`config.mk`:
```
export PLATFORM = sky130hd
export DESIGN_NAME = stream_demux2_flat
export DESIGN_NICKNAME = d
export VERILOG_FILES = /design/src/rtl/stream_demux2_if.sv /design/src/rtl/stream_demux2.sv /design/src/flat_wrapper.sv
export SDC_FILE = /design/constraint.sdc
export NUM_CORES = 1
export LEC_CHECK = 0
export BUFFER_PORTS_ARGS = -buffer_cell sky130_fd_sc_hd__buf_2
export CAP_MARGIN = 20
export CORE_UTILIZATION = 44
export CTS_BUF_LIST = sky130_fd_sc_hd__clkbuf_4
export DETAILED_ROUTE_END_ITERATION = 7
export PLACE_DENSITY = 0.81
export SLEW_MARGIN = 5
export SYNTH_ARGS = -nofsm -noshare
export SYNTH_HDL_FRONTEND = slang
export SYNTH_SLANG_ARGS = --single-unit
```
`constraint.sdc`:
```
create_clock -name clk -period 1.25 [get_ports clk]
set_input_delay 0.25 -clock clk [delete_from_list [all_inputs] [get_ports clk]]
set_output_delay 0.25 -clock clk [all_outputs]
set_load 0.01 [all_outputs]
```
`src/rtl/stream_demux2_if.sv`:
```
// Stream demux bus: one input stream with a route select and two output streams.
// master = the side that drives the input beat and the downstream readies,
// slave  = the demux itself.
interface stream_demux2_if #(
    parameter int DATA_WIDTH = 32
);
    logic [DATA_WIDTH-1:0] s_data;
    logic                  s_sel;
    logic                  s_valid;
    logic                  s_ready;
    logic [DATA_WIDTH-1:0] a_data;
    logic                  a_valid;
    logic                  a_ready;
    logic [DATA_WIDTH-1:0] b_data;
    logic                  b_valid;
    logic                  b_ready;

    modport master (
        output s_data, s_sel, s_valid, a_ready, b_ready,
        input  s_ready, a_data, a_valid, b_data, b_valid
    );

    modport slave (
        input  s_data, s_sel, s_valid, a_ready, b_ready,
        output s_ready, a_data, a_valid, b_data, b_valid
    );
endinterface

```
`src/rtl/stream_demux2.sv`:
```
// stream_demux2: routes each input beat to channel a (s_sel=1) or b (s_sel=0).
// Each channel has a single registered output slot (data + valid). The input
// ready follows only the selected channel, so a stalled channel never blocks
// beats headed for the other one.
// Optional feature: define STREAM_DEMUX2_CNT_EN to add per-channel 16-bit
// counters (a_cnt, b_cnt) of completed output handshakes.
module stream_demux2 #(
    parameter int DATA_WIDTH = 32
) (
    input  logic                 clk,
    input  logic                 rst_n,
    stream_demux2_if.slave       bus
`ifdef STREAM_DEMUX2_CNT_EN
    ,
    output logic [15:0]          a_cnt,
    output logic [15:0]          b_cnt
`endif
);

    logic [DATA_WIDTH-1:0] a_data_p1;
    logic [DATA_WIDTH-1:0] b_data_p1;
    logic                  a_vld_p1;
    logic                  b_vld_p1;

    logic a_open;
    logic b_open;
    logic a_load;
    logic b_load;

    // Slot availability, input ready and per-channel load strobes.
    always_comb begin
        a_open = ~a_vld_p1 | bus.a_ready;
        b_open = ~b_vld_p1 | bus.b_ready;
        bus.s_ready = bus.s_sel ? a_open : b_open;
        a_load = bus.s_valid &  bus.s_sel & a_open;
        b_load = bus.s_valid & ~bus.s_sel & b_open;
    end

    // ---- stage p1: output slots ----

    // Valid flags: a load wins over a drain so back-to-back beats see no bubble.
    always_ff @(posedge clk or negedge rst_n) begin
        if (!rst_n) begin
            a_vld_p1 <= 1'b0;
            b_vld_p1 <= 1'b0;
        end else begin
            if (a_load)
                a_vld_p1 <= 1'b1;
            else if (bus.a_ready)
                a_vld_p1 <= 1'b0;
            if (b_load)
                b_vld_p1 <= 1'b1;
            else if (bus.b_ready)
                b_vld_p1 <= 1'b0;
        end
    end

    // Data registers capture only on a load into their own channel.
    always_ff @(posedge clk or negedge rst_n) begin
        if (!rst_n) begin
            a_data_p1 <= '0;
            b_data_p1 <= '0;
        end else begin
            if (a_load)
                a_data_p1 <= bus.s_data;
            if (b_load)
                b_data_p1 <= bus.s_data;
        end
    end

    // Drive the output side of the bus from the slot registers.
    always_comb begin
        bus.a_data  = a_data_p1;
        bus.a_valid = a_vld_p1;
        bus.b_data  = b_data_p1;
        bus.b_valid = b_vld_p1;
    end

`ifdef STREAM_DEMUX2_CNT_EN
    // Handshake counters wrap naturally at 16 bits.
    always_ff @(posedge clk or negedge rst_n) begin
        if (!rst_n) begin
            a_cnt <= 16'h0000;
            b_cnt <= 16'h0000;
        end else begin
            if (a_vld_p1 & bus.a_ready)
                a_cnt <= a_cnt + 16'h0001;
            if (b_vld_p1 & bus.b_ready)
                b_cnt <= b_cnt + 16'h0001;
        end
    end
`endif

endmodule

```
`src/flat_wrapper.sv`:
```
// flat-port wrapper written by rule: the top's interface ports become plain ports
module stream_demux2_flat 
#(
    parameter int DATA_WIDTH = 32
)
  (clk, rst_n, bus_s_data, bus_s_sel, bus_s_valid, bus_a_ready, bus_b_ready, bus_s_ready, bus_a_data, bus_a_valid, bus_b_data, bus_b_valid);
  stream_demux2_if #(.DATA_WIDTH(DATA_WIDTH)) bus_i ();
  input  logic clk;
  input  logic rst_n;
  input wire logic [$bits(bus_i.s_data)-1:0] bus_s_data;
  input wire logic [$bits(bus_i.s_sel)-1:0] bus_s_sel;
  input wire logic [$bits(bus_i.s_valid)-1:0] bus_s_valid;
  input wire logic [$bits(bus_i.a_ready)-1:0] bus_a_ready;
  input wire logic [$bits(bus_i.b_ready)-1:0] bus_b_ready;
  output wire logic [$bits(bus_i.s_ready)-1:0] bus_s_ready;
  output wire logic [$bits(bus_i.a_data)-1:0] bus_a_data;
  output wire logic [$bits(bus_i.a_valid)-1:0] bus_a_valid;
  output wire logic [$bits(bus_i.b_data)-1:0] bus_b_data;
  output wire logic [$bits(bus_i.b_valid)-1:0] bus_b_valid;
  assign bus_i.s_data = bus_s_data;
  assign bus_i.s_sel = bus_s_sel;
  assign bus_i.s_valid = bus_s_valid;
  assign bus_i.a_ready = bus_a_ready;
  assign bus_i.b_ready = bus_b_ready;
  assign bus_s_ready = bus_i.s_ready;
  assign bus_a_data = bus_i.a_data;
  assign bus_a_valid = bus_i.a_valid;
  assign bus_b_data = bus_i.b_data;
  assign bus_b_valid = bus_i.b_valid;
  stream_demux2 #(.DATA_WIDTH(DATA_WIDTH)) u_core (.clk(clk), .rst_n(rst_n), .bus(bus_i));
endmodule
```
==> flow_summary.yaml <==
clock_tree:
  numCtsBuffers: 9
  clk_latency_ns: 0.40
  cts-root-buf: "clkbuf_4"
  clock_sinks: 66
  cts_tree: "built"
  clk_pin_slew_ns: 0.11
  cts-htree-levels: 3
  clock_path_buffers: 2
critical_path:
  r2r-end: "u_core.bus.a_data[17]"
  worstPathMaxFanout: 2
  startpoint: "u_core.bus.a_valid"
  end_kind: "output port"
  reg2reg_depth: 5
  startpoint_type: "flop"
  r2r_slack_ns: -0.26
  worst_path_largest_cell_delay_ns: 0.39
  cp.required_ns: 1.00
  path_cells: "and2b_2, buf_6, a21oi_2, buf_2"
  slowest_stage: "dfrtp_1"
  r2r_start: "u_core.bus.a_valid"
  path_class: "flop to output port"
  crit_arrival_ns: 1.37
  critical_path.endpoint: "bus_s_ready"
place:
  place_congestion: 0.758
  dp_cells: 323
  portBuffers: 104
  hpwlAfterDp_um: 3540
  place_area_sq_mm: 0.00324
route:
  drt-total-wl_um: 6200
  wl_per_cell_um: 17.8
  avgViaCountPerCell: 4.89
  ant_nets: 0
  route.detailed.drc: 0
  firstDrtPassIters: 4
  drt-initial-drc-count: 52
  via_count: 1701
timing:
  finClkSkew_ns: 0.0102
  rsz0062_at_grt: "true"
  period_share_pct: 129
  fin_ws_ns: -0.367
  period_needed_ns: 1.62
  fmax_ghz: 0.619
  finalSetupViolCount: 66
  max_slew_margin_pct: 76.3
  hold_viol_final: 0
  slew_violations: 0
  worstMarginPinSlew_ns: 0.355
  tns_ns: -14.49
grt:
  grt_util_met3_pct: 3.41
  grt-ovfl-total: 0
  grt_util_met2_pct: 34.4
  use_met1_pct: 28.4
  first_global_vias: 1790
  grt_usage_pct: 21.7
  grt_max_degree: 67
  grt_antenna_before_repair: 0
  grt_pass1_wl_um: 9690
  busiest_layer: "met2"
synth:
  syn_inst: 146
  synthesis.nets: 184
  synth-simple-area-share_pct: 2.43
  syn_area_per_cell_sq_um: 17.3
  ys_warn_count: 0
  ys_seq_elements: 66
  synth_top_family_by_area: "multiplexers"
  synth_area_sq_mm: 0.00252
  synthAdderAreaFrac_pct: 0
  netlist.area_leader.share_pct: 65.5
  yosysTopAreaCell: "dfrtp_1"
  synthTopCellsByArea: "dfrtp_1 66%, mux2_2 28%, buf_6 1.8%"
  synth_cell_types: 15
  synthXorXnorAreaFrac_pct: 0
  ys_seq_area_share_pct: 65.5
  synthMuxAreaShare_pct: 28.6
  async_flop_share_pct: 100
  synth_compound_area_share_pct: 0.397
  ys.flop_type: "dfrtp_1"
  synth_edf_count: 0
floorplanning:
  die_w_um: 77.7
  rows: 27
  die_h_um: 77.7
  initial_core_util_pct: 45.8
  core_area_sq_mm: 0.00551
  dieArea_sq_mm: 0.00603
  io_pins: 105
pwr:
  power_density_mw_per_mm2: 1500
  p_leak_nw: 1.88
  design_power_total_mw: 5.48
  ir_worst_vdd_mv: 0.723
finish:
  fin_util_pct: 66.4
  seqCellArea_sq_mm: 0.00165
  finalInstanceArea_sq_mm: 0.00366
  antenna_cells: 0
  layout_common_cells: "103 x buf_2, 66 x dfrtp_1, 64 x mux2_4, 12 x clkbuf_4, 6 x buf_12"
  stdcell_count: 348
  final_layout_size_suffix_gt1_share_pct: 73.6
  nNetsFinal: 309
  area_growth_syn_to_layout_pct: 45.1
  fill_cells: 404
  multi_input_area_sq_mm: 0.00104
  final_common_cell: "buf_2"
worst_hold_path:
  hold_path_class: "input pin to flop"
  min-delay-start: "bus_s_data[20]"
run:
  drv_cap: 0
run_status:
  outcome: "finished with violations"
  failed_checks: "negative setup slack"
sequential cells by signal, summed over array words and instances, names as in the netlist:
name and cells:
u_core.bus.a_valid 1, u_core.bus.b_data 32, u_core.bus.a_data 32, u_core.bus.b_valid 1
area by class of cell:
| cell class | instances | area share [%] |
|---|---|---|
| Sequential cell | 66 | 45.2 |
| Multi-Input combinational cell | 73 | 28.5 |
| Timing Repair Buffer | 120 | 20.8 |
| Clock buffer | 12 | 2.46 |
| Tap cell | 72 | 2.46 |
| Clock inverter | 4 | 0.513 |
| Inverter | 1 | 0.103 |
worst max-delay path: cells and delay by family (launching register included):
| family | cells | cell delay, ns |
|---|---|---|
| simple gates | 1 | 0.21 |
| compound gates | 1 | 0.11 |
| flops | 1 | 0.39 |
| buf+inv | 2 | 0.27 |
logic make-up after synthesis:
family                 count (synthesis)
muxes                                 64
DFF                                   66
AOI/OAI and AO/OA                      2
buffers and inverters                  7
and+or+nand+nor                        7
what timing repair did:
item	in CTS	in global routing
gates resized for setup	50	3
hold buffers	1	0
endpoints found under the setup margin	65	67
pin swaps	1	0
setup buffers	7	1
cloned	3	0
hold endpoints to repair	66	0
metal layers:
metal	vias to the layer above	share of wire [%]
met4	0	2.4
met5	-	0
met1	867	44
met3	13	4.0
li1	761	-
met2	60	50
synthesized netlist by cell type, types with 2 or more instances:
cell / instances
dfrtp_1: 66
clkbuf_8: 2
buf_6: 4
mux2_1: 2
mux2_2: 62
report_power, final:
part / internal (mW) / switching [mW]
registers: 2.52 / 0.216
clock network: 0.462 / 0.730
logic: 0.917 / 0.639
metrics by stage:
stage	hold WS, ns	worst slack (ns)
2_1_floorplan	-0.0456	-0.164
4_1_cts	0.0637	-0.354
5_1_grt	0.0638	-0.428
3_3_place_gp	0.297	-0.125
3_5_place_dp	0.295	-0.174
6_report	0.0844	-0.367
worst min path at each step:
stage                            end  slack [ns]  cells past startpoint
3_3_place_gp   u_core.bus.a_data[27]        0.30                      2
6_report       u_core.bus.a_data[20]        0.08                      2
3_5_place_dp   u_core.bus.a_data[27]        0.29                      2
2_1_floorplan   u_core.bus.a_data[0]       -0.05                      0
5_1_grt        u_core.bus.b_data[16]        0.06                      2
4_1_cts        u_core.bus.a_data[16]        0.06                      2
No activity file was read; power rests on OpenSTA's default activity.
